`src/rtl/mr_pkg.sv`:
```
// Shared types and defaults for the mr core fetch path.
// The fetch entry struct is sized by the package widths; mr_if defaults to them.
package mr_pkg;

  localparam int unsigned MR_XLEN    = 32;
  localparam int unsigned MR_IMAXLEN = 32;

  localparam logic [MR_XLEN-1:0] MR_RESET_PC = 32'h0000_0000;

  typedef struct packed {
    logic [MR_IMAXLEN-1:0] inst;
    logic [MR_XLEN-1:0]    pc;
  } mr_fetch_entry_t;

endpackage

```
`src/rtl/mr_fifo.sv`:
```
// Small synchronous FIFO with flush; head is visible combinationally.
// Depth must be a power of two so the pointers wrap for free.
module mr_fifo #(
  parameter int unsigned Width = 32,
  parameter int unsigned Depth = 2,
  localparam int unsigned PtrW = $clog2(Depth),
  localparam int unsigned CntW = $clog2(Depth) + 1
) (
  input  logic             clk,
  input  logic             rst,
  input  logic             flush,
  input  logic             push,
  input  logic [Width-1:0] wdata,
  input  logic             pop,
  output logic [Width-1:0] rdata,
  output logic [CntW-1:0]  count,
  output logic             empty,
  output logic             full
);

  logic [Width-1:0] mem_q [Depth];
  logic [PtrW-1:0]  rd_q, wr_q;
  logic [CntW-1:0]  count_q;
  logic             do_push, do_pop;

  assign empty   = (count_q == '0);
  assign full    = (count_q == CntW'(Depth));
  assign do_pop  = pop & ~empty;
  // A push into a full FIFO is only honoured when a pop frees the slot in the same cycle.
  assign do_push = push & (~full | do_pop);

  assign rdata = mem_q[rd_q];
  assign count = count_q;

  always_ff @(posedge clk) begin
    if (rst || flush) begin
      rd_q    <= '0;
      wr_q    <= '0;
      count_q <= '0;
    end else begin
      if (do_push) wr_q <= wr_q + PtrW'(1);
      if (do_pop)  rd_q <= rd_q + PtrW'(1);
      count_q <= count_q + CntW'(do_push) - CntW'(do_pop);
    end
  end

  always_ff @(posedge clk) begin
    if (!rst && !flush && do_push) mem_q[wr_q] <= wdata;
  end

endmodule

```
`src/rtl/mr_if.sv`:
```
// Fetch stage of the mr core: credit-limited in-order fetch with redirect and stale-drop.
// Optional MR_IF_RSP_BYPASS_EN forwards a response straight to decode when the buffer is empty.
module mr_if
  import mr_pkg::*;
#(
  parameter int unsigned       XLEN     = MR_XLEN,
  parameter int unsigned       IMAXLEN  = MR_IMAXLEN,
  parameter logic [XLEN-1:0]   RESET_PC = MR_RESET_PC,
  parameter int unsigned       DEPTH    = 2
) (
  input  logic               clk,
  input  logic               rst,
  output logic               mem_req_valid,
  input  logic               mem_req_ready,
  output logic [XLEN-1:0]    mem_req_addr,
  input  logic               mem_rsp_valid,
  input  logic [IMAXLEN-1:0] mem_rsp_data,
  input  logic               redirect_valid,
  input  logic [XLEN-1:0]    redirect_pc,
  output logic [IMAXLEN-1:0] inst,
  output logic [XLEN-1:0]    inst_pc,
  output logic               inst_valid,
  input  logic               inst_ready
);

  localparam int unsigned CntW = $clog2(DEPTH) + 1;
  localparam int unsigned EntW = $bits(mr_fetch_entry_t);

  // Word-granular PC; the low two address bits are always zero.
  logic [XLEN-3:0] pc_q;
  logic [CntW-1:0] drop_q;

  logic [XLEN-3:0] tag_head;
  logic [CntW-1:0] tag_count, buf_count;
  logic            tag_empty, tag_full, buf_empty, buf_full;
  mr_fetch_entry_t buf_head, rsp_entry, out_entry;

  logic            credit, req_fire, rsp, rsp_keep, byp, buf_push, buf_pop;
  logic [CntW:0]   in_flight;
  logic [CntW-1:0] outstanding_next;

  assign in_flight = {1'b0, tag_count} + {1'b0, buf_count};
  assign credit    = (in_flight < (CntW + 1)'(DEPTH));

  assign mem_req_valid = ~rst & credit;
  assign mem_req_addr  = rst ? '0 : {pc_q, 2'b00};
  assign req_fire      = mem_req_valid & mem_req_ready;

  // Memory shares our reset, so anything arriving during rst is ignored.
  assign rsp      = mem_rsp_valid & ~rst & ~tag_empty;
  assign rsp_keep = rsp & (drop_q == '0) & ~redirect_valid;

  assign rsp_entry = '{inst: mem_rsp_data, pc: {tag_head, 2'b00}};

`ifdef MR_IF_RSP_BYPASS_EN
  assign byp       = rsp_keep & buf_empty;
  assign out_entry = byp ? rsp_entry : buf_head;
`else
  assign byp       = 1'b0;
  assign out_entry = buf_head;
`endif

  assign inst_valid = ~rst & (~buf_empty | byp);
  assign inst       = inst_valid ? out_entry.inst : '0;
  assign inst_pc    = inst_valid ? out_entry.pc : '0;

  assign buf_push = rsp_keep & ~(byp & inst_ready);
  assign buf_pop  = ~rst & ~buf_empty & inst_ready;

  // Stale requests still in flight once this cycle's accept/return events settle.
  assign outstanding_next = tag_count + CntW'(req_fire) - CntW'(rsp);

  mr_fifo #(
    .Width (XLEN - 2),
    .Depth (DEPTH)
  ) u_tag_q (
    .clk   (clk),
    .rst   (rst),
    .flush (1'b0),
    .push  (req_fire),
    .wdata (pc_q),
    .pop   (rsp),
    .rdata (tag_head),
    .count (tag_count),
    .empty (tag_empty),
    .full  (tag_full)
  );

  mr_fifo #(
    .Width (EntW),
    .Depth (DEPTH)
  ) u_inst_buf (
    .clk   (clk),
    .rst   (rst),
    .flush (redirect_valid),
    .push  (buf_push),
    .wdata (rsp_entry),
    .pop   (buf_pop),
    .rdata (buf_head),
    .count (buf_count),
    .empty (buf_empty),
    .full  (buf_full)
  );

  always_ff @(posedge clk) begin
    if (rst) begin
      pc_q   <= RESET_PC[XLEN-1:2];
      drop_q <= '0;
    end else if (redirect_valid) begin
      pc_q   <= redirect_pc[XLEN-1:2];
      drop_q <= outstanding_next;
    end else begin
      if (req_fire) pc_q <= pc_q + (XLEN - 2)'(1);
      if (rsp && drop_q != '0) drop_q <= drop_q - CntW'(1);
    end
  end

  logic unused_bits;
  assign unused_bits = ^{redirect_pc[1:0], tag_full, buf_full};

endmodule

```
`config.mk`:
```
export PLATFORM = sky130hd
export DESIGN_NAME = mr_if
export DESIGN_NICKNAME = d
export VERILOG_FILES = /design/src/rtl/mr_pkg.sv /design/src/rtl/mr_fifo.sv /design/src/rtl/mr_if.sv
export SDC_FILE = /design/constraint.sdc
export NUM_CORES = 1
export LEC_CHECK = 0
export CAP_MARGIN = 20
export CELL_PAD_IN_SITES_DETAIL_PLACEMENT = 0
export CELL_PAD_IN_SITES_GLOBAL_PLACEMENT = 1
export CORE_MARGIN = 3
export CORE_UTILIZATION = 48
export CTS_BUF_LIST = sky130_fd_sc_hd__clkbuf_4
export CTS_CLUSTER_SIZE = 30
export DETAILED_ROUTE_END_ITERATION = 8
export PLACE_DENSITY = 0.9
export SLEW_MARGIN = 10
export SYNTH_ARGS = -nofsm -noshare
export SYNTH_HDL_FRONTEND = slang
export SYNTH_SLANG_ARGS = --single-unit
```
`constraint.sdc`:
```
create_clock -name clk -period 21.9 [get_ports clk]
set_input_delay 4.38 -clock clk [delete_from_list [all_inputs] [get_ports clk]]
set_output_delay 4.38 -clock clk [all_outputs]
set_load 0.1 [all_outputs]
```
==> results of run 1 <==
==> cells by family after synthesis <==
family / Yosys count
muxes: 95
and+or+nand+nor: 234
buffers and inverters: 59
AOI/OAI and AO/OA: 74
DFF: 226
other: 1
adders and majority gates: 6
xor gates and xnor gates: 15
==> placed cells by master, fill, tap and decap left out, types with 3 or more instances in the layout <==
cell             netlist  layout
edfxtp_1             184     184
clkdlybuf4s50_1        0     160
nor2_1                99      98
clkbuf_4               0      79
mux2i_1               63      63
dfxtp_1               42      41
mux2_2                32      32
nor2b_1               28      28
clkinv_1               1      20
nand2_1               20      20
inv_1                 14      14
nand3_1               14      14
o21ai_0               12      12
nand4_1               11      11
a311oi_1              10      10
nor3_1                10       9
buf_4                  5       9
a211oi_1               8       8
xnor2_1                8       8
and4_1                 7       7
xor2_1                 7       7
or4_1                  7       7
o21a_1                 6       6
a21oi_1                6       6
and2_1                 7       6
and3_1                 6       6
or3_1                  6       6
o31ai_1                6       6
a31oi_1                5       5
ha_1                   5       5
conb_1                 1       4
nor4_1                 3       3
o211ai_1               3       3
o311ai_0               3       3
clkinv_2               0       3
==> per-layer routing <==
layer,global-route usage [%],wire length [um],vias up
met2,30.3,9510,287
met3,5.12,1730,43
met1,25.4,9080,3060
met5,0,0,-
li1,-,-,3075
met4,6.85,502,0
==> through the flow <==
step	hold WS (ns)	cell area [um^2]	setup WS, ns	power, mW	cells
after global routing	0.548	12100	10.21	1.05	1207
after detailed placement	0.502	11400	10.39	0.690	1104
after global placement	0.495	11400	10.41	0.685	1104
final	0.513	12100	10.45	1.01	1207
after floorplan	0.424	9590	10.76	0.643	713
after CTS	0.517	12100	10.39	1.02	1207
==> flip-flops by register name, indices dropped and copies added, names as in the netlist, named ones only <==
register and cells:
u_inst_buf.rd_q 1, u_tag_q.mem_q 60, pc_q 30, u_tag_q.wr_q 1
u_inst_buf.mem_q 124, drop_q 2, u_tag_q.rd_q 1, u_inst_buf.count 2
u_inst_buf.wr_q 1, u_tag_q.count 2
==> worst max-delay path, cell delays in order <==
cell and delay, ns:
buf_2 0.07, buf_4 0.59, o21bai_4 0.25, buf_4 0.55, nor2_1 0.14, clkdlybuf4s50_1 1.01
==> worst paths after layout <==
kind | from | to | slack [ns] | depth (start not counted)
worst max-delay path | rst | inst_pc[14] | 10.45 | 6
worst min-delay path | u_inst_buf.rd_q$_SDFFE_PP0N_ | u_inst_buf.rd_q$_SDFFE_PP0N_ | 0.51 | 2
worst max register to register | u_inst_buf.count[0]$_SDFF_PP0_ | pc_q[15]$_SDFFE_PP0P_ | 18.98 | 7
worst min register to register | u_inst_buf.rd_q$_SDFFE_PP0N_ | u_inst_buf.rd_q$_SDFFE_PP0N_ | 0.51 | 2
==> final cells by class <==
type	instances	area share (%)
sequential	226	52.5
timing repair buffer	170	13.8
clock buffer	79	4.89
tap	265	2.74
inverter	15	0.464
clock inverter	24	0.774
multi-input combinational	428	24.8
==> where the power goes <==
group          internal [mW]  total (mW)  switching (mW)  leakage, nW
clock                  0.167       0.325           0.158        0.413
sequential             0.505       0.521          0.0157         2.03
combinational         0.0594       0.161           0.101         1.54
total                  0.732        1.01           0.275         3.98
==> run metrics, run 1 <==
gp weighted congestion=around 0.81; gr ovfl total=0; max_cap viols=0; Async SR Flop Fraction=0%; post-synthesis adder-cell area fraction=0.862%; Final period util=52.3%; largest net degree at the start of global routing=70; Cell variety after synth=63; Antenna Cells=0; CTS tree=yes; Clk Latency, worst-skew pair=0.65 ns; largest cells by area after synthesis=edfxtp_1 (58%), dfxtp_1 (8.8%), mux2i_1 (6.6%); required time of the critical path=between 15 and 20 ns; layout cells sized above 1=between 10% and 20%; Slew Limit Headroom=roughly 30%; Fin. Hold Viols=0; Initial DRC Count=420; initial core utilization=49.1%; largest family of logic cells by synthesized area=simple AND/OR/NAND/NOR gates; Final setup viols=0; RSZ-0062 raised after global routing=false; Core Util, Final=62.1%; clock buffer depth=3; global-route wire length before repair=32900 um; Residual DRC=0; Synth Area in Compound Gates=5.69%; simple-gate share of the synthesized area=12.7%; DRT antenna net count=0; CP arrival=7.07 ns; initial antenna violation count=0; core area=0.0195 mm^2; DP HPWL=13000 um; total negative slack=0 ns; area of the multi-input gates=~0.003 mm^2; Syn-to-layout area delta=26.6%; dominant synthesized flop cell=edfxtp_1; most frequent cell after synthesis=edfxtp_1; Yosys top cell area share=57.7%; clock sink count=226; I/O Buffers=161; number of I/O pins=168; fillcell total=1530; Root Driver=clkbuf_4; synthesized area per cell=approximately 13 um^2; CP Capture Type=primary output; outcome=complete, no violations; Worst Clk Skew=0.0360 ns; Register Area=0.00637 mm^2; hold buffers post-CTS=0; Synth Register Bits=226; mux cell area share after synthesis=around 10%; sequential share of the synthesized area=about two thirds; slew of the pin with the lowest slew margin=1.05 ns; Max VDD drop=49.6 uV; vias in the first global route=6345; CTS clk-pin slew, worst paths=0.06 ns; synth cell count leaders=edfxtp_1 (184), nor2_1 (99), mux2i_1 (63); Cell Pwr Density=83.0 mW/mm^2; Die Ht=147 um; Post-synth EDFFs=184; NumNets Final=973; total routed wirelength=between 20000 and 25000 um; Overall Global Routing Usage=19.0%; Die ar.=0.0217 mm^2; Ys Warns=0; cts bufs inserted=56; Via density=5.36; CP Launch Type=input port; Crit Path Class=input port to primary output; Post-CTS Setup Inserts=0; H-tree depth=2; TritonRoute pass-1 iters=5; wire length per cell=17.3 um; fmax=roughly 87 MHz; Post-Synth XOR/XNOR Area=1.37%; mapped cell area=approximately 0.0096 mm^2; via count=~6500; Slew Viols, Final=0; critical path peak fanout=69; Synth area leader=edfxtp_1; Hold Crit Class=register to register; leakage power=3.98 nW; PostCTS Resize Cnt=0; crit path time final=between 10 and 15 ns; row cnt=between 50 and 60; Post-Synthesis Cells=~700; Die W=147 um
Note: power is estimated with default switching activity, not from simulation.
==> run 2, diff against run 1 <==
--- a/config.mk
+++ b/config.mk
@@ -9,11 +9,11 @@
 export CELL_PAD_IN_SITES_DETAIL_PLACEMENT = 0
 export CELL_PAD_IN_SITES_GLOBAL_PLACEMENT = 1
 export CORE_MARGIN = 3
-export CORE_UTILIZATION = 48
+export CORE_UTILIZATION = 40
 export CTS_BUF_LIST = sky130_fd_sc_hd__clkbuf_4
 export CTS_CLUSTER_SIZE = 30
 export DETAILED_ROUTE_END_ITERATION = 8
-export PLACE_DENSITY = 0.9
+export PLACE_DENSITY = 0.8
 export SLEW_MARGIN = 10
 export SYNTH_ARGS = -nofsm -noshare
 export SYNTH_HDL_FRONTEND = slang
==> constraint.sdc (replaced) <==
create_clock -name clk -period 10.04 [get_ports clk]
set_input_delay 2.008 -clock clk [delete_from_list [all_inputs] [get_ports clk]]
set_output_delay 2.008 -clock clk [all_outputs]
set_load 0.1 [all_outputs]
==> run 2 against run 1 <==
Combinational power grew 110%. Count of clock-buffer cells in the layout grew 9. Non-clock buffer count shrank 1. Global-route usage shrank 2.7 points. Critical path depth shrank 1. Cell count grew 3.9%. Sequential power grew 120%. Wire length grew 3.4%. Register-to-register slack lost 12 ns. Via count shrank 0.71%. Sequential share of layout area shrank 0.59 points.
==> run metrics, run 2 (synthesis gave the netlist of run 1 again) <==
Core Util, Final=53.2%; CP Capture Type=primary output; gr ovfl total=0; slew of the pin with the lowest slew margin=1.06 ns; setup slack at placement=3.58 ns; Power Total=approximately 2.3 mW; I/O Buffers=about 160; Fin. Hold Viols=0; FF-to-FF Start=u_inst_buf.count[0]$_SDFF_PP0_; Die W=161 um; CTS clk-pin slew, worst paths=0.06 ns; CP arrival=4.39 ns; Hold Crit Class=register to register; Slew Limit Headroom=29.4%; Syn-to-layout area delta=28.0%; layout cells sized above 1=between 15 and 20%; Initial DRC Count=433; Switch Pwr=between 600 and 700 uW; Root Driver=clkbuf_4; PostCTS Resize Cnt=0; Overall Global Routing Usage=16.3%; Residual DRC=0; required time of the critical path=8.03 ns; Final period util=63.8%; TritonRoute pass-1 iters=5; Worst Clk Skew=0.0381 ns; NumNets Final=between 900 and 1000; critical path peak fanout=64; max_cap viols=0; Worst Setup EP=inst_pc[7]; final worst setup slack=3.64 ns; Post-CTS Setup Inserts=0; initial antenna violation count=1; clock sink count=226; Largest register FFs=between 100 and 150; Die Ht=161 um; Crit Path Class=input port to primary output; wire length per cell=roughly 17 um; DRT antenna net count=0; R2R depth=7; sequential share of power=50.5%; Slew Viols, Final=0; Via density=5.12; sw frac=26.6%; RSZ-0062 raised after global routing=false; most frequent cells in the layout=edfxtp_1 (184), clkdlybuf4s50_1 (160), nor2_1 (98), clkbuf_4 (88), mux2i_1 (63); leakage power=4.03 nW; FF-to-FF setup slack=7.15 ns; crit path time final=6.40 ns; outcome=complete, no violations; fillcell total=~2000; Reg with most FFs=u_inst_buf.mem_q; initial core utilization=41.6%; clock buffer depth=3; Int Pwr=1.68 mW; total negative slack=0 ns; largest net degree at the start of global routing=65; Final setup viols=0; Clk Latency, worst-skew pair=0.67 ns; CP Launch Type=input port; Clk pwr share=35.0%; gp weighted congestion=~0.8; total routed wirelength=21500 um; DP HPWL=13500 um; top flop regs=u_inst_buf.mem_q: 124 flops, u_tag_q.mem_q: 60 flops, pc_q: 30 flops; combinational group share of total power=14.5%; Cell Pwr Density=around 190 mW/mm^2; row cnt=55; Max VDD drop=138 uV; vias in the first global route=6302; CTS tree=yes; number of I/O pins=168; via count=6419; CP Launch Point=rst; H-tree depth=2; Die ar.=0.0258 mm^2; hold buffers post-CTS=0; core area=0.0231 mm^2; fmax=156 MHz; global-route wire length before repair=33700 um; cts bufs inserted=57; commonest non-fill, non-tap cell in the layout=edfxtp_1; FF-to-FF End=pc_q[18]$_SDFFE_PP0P_
## run 2: cell types whose count changed in the layout (fill, tap and decap cells not counted), sizes merged
cell / previous run / this run
clkbuf: 79 / 88
buf: 10 / 9
clkinv: 23 / 12
bufinv: 0 / 2
inv: 16 / 15
diode: 0 / 1
## run 2: metal layers
metal,global-route usage [%],up-vias,wire length (um)
li1,-,3066,-
met2,26.4,232,10000
met5,0,-,0
met3,4.41,42,1570
met1,21.5,3079,9520
met4,5.24,0,406
## run 2: critical path, stage by stage
cell             delay (ns)
buf_2                  0.40
o21bai_4               0.21
buf_4                  0.54
nor2_1                 0.11
clkdlybuf4s50_1        1.04
## run 2: worst min-delay path by stage
stage	from	endpoint	slack [ns]	cells after the start
2_1_floorplan	pc_q[24]$_SDFFE_PP0P_	u_tag_q.mem_q[0][24]$_DFFE_PP_	0.42	0
4_1_cts	u_tag_q.rd_q$_SDFFE_PP0P_	register	0.51	2
3_5_place_dp	u_tag_q.rd_q$_SDFFE_PP0P_	register	0.50	2
6_report	u_tag_q.rd_q$_SDFFE_PP0P_	register	0.51	2
3_3_place_gp	u_inst_buf.rd_q$_SDFFE_PP0N_	register	0.49	2
5_1_grt	pc_q[20]$_SDFFE_PP0P_	u_tag_q.mem_q[0][20]$_DFFE_PP_	0.54	0
## run 2: final cells by class
class | count | area, um^2 | area share (%)
timing repair buffer | 169 | 1670 | 13.6
clock inverter | 14 | 109 | 0.888
clock buffer | 88 | 661 | 5.39
sequential | 226 | 6370 | 52.0
inverter | 15 | 56.3 | 0.459
multi-input combinational | 428 | 3000 | 24.5
tap | 313 | 392 | 3.19
antenna | 1 | 2.50 | 0.0204
## run 2: power groups by stage
stage                     registers (mW)  logic [mW]  clock network (mW)
after detailed placement            1.17       0.332                   0
after global placement              1.17       0.328                   0
after CTS                           1.15       0.334               0.831
final                               1.15       0.332               0.801
after floorplan                     1.15       0.255                   0
after global routing                1.16       0.359               0.881
## run 2: through the flow
stage	hold slack, ns	instances	area (um^2)
final	0.510	1254	12300
after global routing	0.543	1254	12300
after CTS	0.514	1253	12300
after detailed placement	0.498	1151	11500
after global placement	0.494	1151	11500
after floorplan	0.424	713	9590
==> run 3, diff against run 2 <==
==> constraint.sdc (replaced) <==
create_clock -name clk -period 5.57 [get_ports clk]
set_input_delay 1.114 -clock clk [delete_from_list [all_inputs] [get_ports clk]]
set_output_delay 1.114 -clock clk [all_outputs]
set_load 0.1 [all_outputs]
==> run 3 against run 2 <==
Die area is the same. Core utilization is 0.47 points lower. Hold slack better by 0.015 ns. Non-clock buffer count rose by 2. Setup slack got worse by 2.4 ns. Combinational power is 81% higher. Global-route usage grew 0.57 points. Largest power group unchanged. Wire length grew 4.1%.
==> run metrics, run 3 (synthesis gave the netlist of run 1 again) <==
outcome=complete, no violations; Initial DRC Count=357; wire length per cell=17.8 um; via count=approximately 6300; fmax=about 230 MHz; gp weighted congestion=0.800; total negative slack=0 ns; Power Total=4.12 mW; Die W=161 um; setup slack at placement=between 1 and 1.5 ns; Final setup viols=0; Fin. Hold Viols=0; DRT antenna net count=0; Final period util=78.4%; vias in the first global route=6361; TritonRoute pass-1 iters=4; final hold slack=between 0.5 and 0.6 ns; hold buffers post-CTS=0; slew of the pin with the lowest slew margin=1.01 ns; gr ovfl total=0; Die ar.=0.0258 mm^2; CTS tree=yes; Hold Crit Class=register to register; Max VDD drop=between 150 and 200 uV; PostCTS Resize Cnt=0; critical path peak fanout=41; CP Launch Type=input port; clock sink count=226; Post-CTS Setup Inserts=0; layout cells sized above 1=23.1%; RSZ-0062 raised after global routing=false; required time of the critical path=4.46 ns; I/O Buffers=161; most frequent cells in the layout=edfxtp_1 (184), nor2_1 (98), clkdlybuf4s50_1 (96), clkbuf_4 (93), buf_4 (72); Residual DRC=0; CP Launch Point=rst; Worst Clk Skew=0.0382 ns; leakage power=between 4 and 5 nW; NumNets Final=between 900 and 1000; core area=0.0231 mm^2; Root Driver=clkbuf_4; Slew Limit Headroom=approximately a third; Crit Path Class=input port to primary output; Via density=5.03; total routed wirelength=between 20000 and 25000 um; CTS clk-pin slew, worst paths=~0.06 ns; crit path time final=between 4 and 5 ns; Cell Pwr Density=~340 mW/mm^2; max_cap viols=0; initial antenna violation count=1; largest net degree at the start of global routing=63; CP Capture Type=primary output; Slew Viols, Final=0; final worst setup slack=1.21 ns; top flop regs=u_inst_buf.mem_q: 124 flops, u_tag_q.mem_q: 60 flops, pc_q: 30 flops; Largest register FFs=between 100 and 150; initial core utilization=41.6%; row cnt=55; Overall Global Routing Usage=16.9%; commonest non-fill, non-tap cell in the layout=edfxtp_1; CP arrival=3.25 ns; number of I/O pins=168; Core Util, Final=52.7%; DP HPWL=around 14000 um; Reg with most FFs=u_inst_buf.mem_q; global-route wire length before repair=34500 um; Clk Latency, worst-skew pair=0.66 ns; clock buffer depth=3; Syn-to-layout area delta=26.9%; Die Ht=161 um; H-tree depth=2; fillcell total=2006; FF-to-FF Start=u_inst_buf.count[0]$_SDFF_PP0_; cts bufs inserted=59; HP Start=u_tag_q.rd_q$_SDFFE_PP0P_
run 3: stage by stage:
stage               area (um^2)  cells
floorplan                  9600    713
global placement          11400   1153
detailed placement        11400   1153
CTS                       12200   1258
global route              12200   1259
finish                    12200   1259
run 3: critical path, cell delays in order:
cell and delay [ns]:
buf_2 0.66, buf_4 0.38, nor2_1 0.10, clkdlybuf4s50_1 0.98
run 3: report_power, final:
part | leakage [nW] | switching, mW | internal, mW
sequential | 2.03 | 0.0931 | 1.99
combinational | 1.68 | 0.371 | 0.231
clock | 0.462 | 0.643 | 0.795
run 3: layout make-up:
class                           count  area (um^2)  share of cell area, %
Tap cell                          313          392                   3.22
Inverter                           15         56.3                  0.463
Clock inverter                     12         71.3                  0.587
Clock buffer                       93          698                   5.74
Sequential cell                   226         6370                   52.4
Multi-Input combinational cell    428         3020                   24.8
Timing Repair Buffer              171         1550                   12.7
Antenna cell                        1         2.50                 0.0206
run 3: worst paths after layout:
kind              cells after the start                         to  slack, ns
setup reg to reg                      7      pc_q[18]$_SDFFE_PP0P_       2.60
setup / recovery                      4           mem_req_addr[14]       1.21
hold reg to reg                       2  u_tag_q.rd_q$_SDFFE_PP0P_       0.53
hold / removal                        2  u_tag_q.rd_q$_SDFFE_PP0P_       0.53
run 3: routing by layer:
| layer | global-route usage [%] | share of wire [%] | vias up |
|---|---|---|---|
| met4 | 5.98 | 1.6 | 0 |
| met2 | 27.0 | 47 | 214 |
| met5 | 0 | 0 | - |
| met3 | 4.18 | 5.9 | 24 |
| li1 | - | - | 3075 |
| met1 | 22.5 | 45 | 3025 |
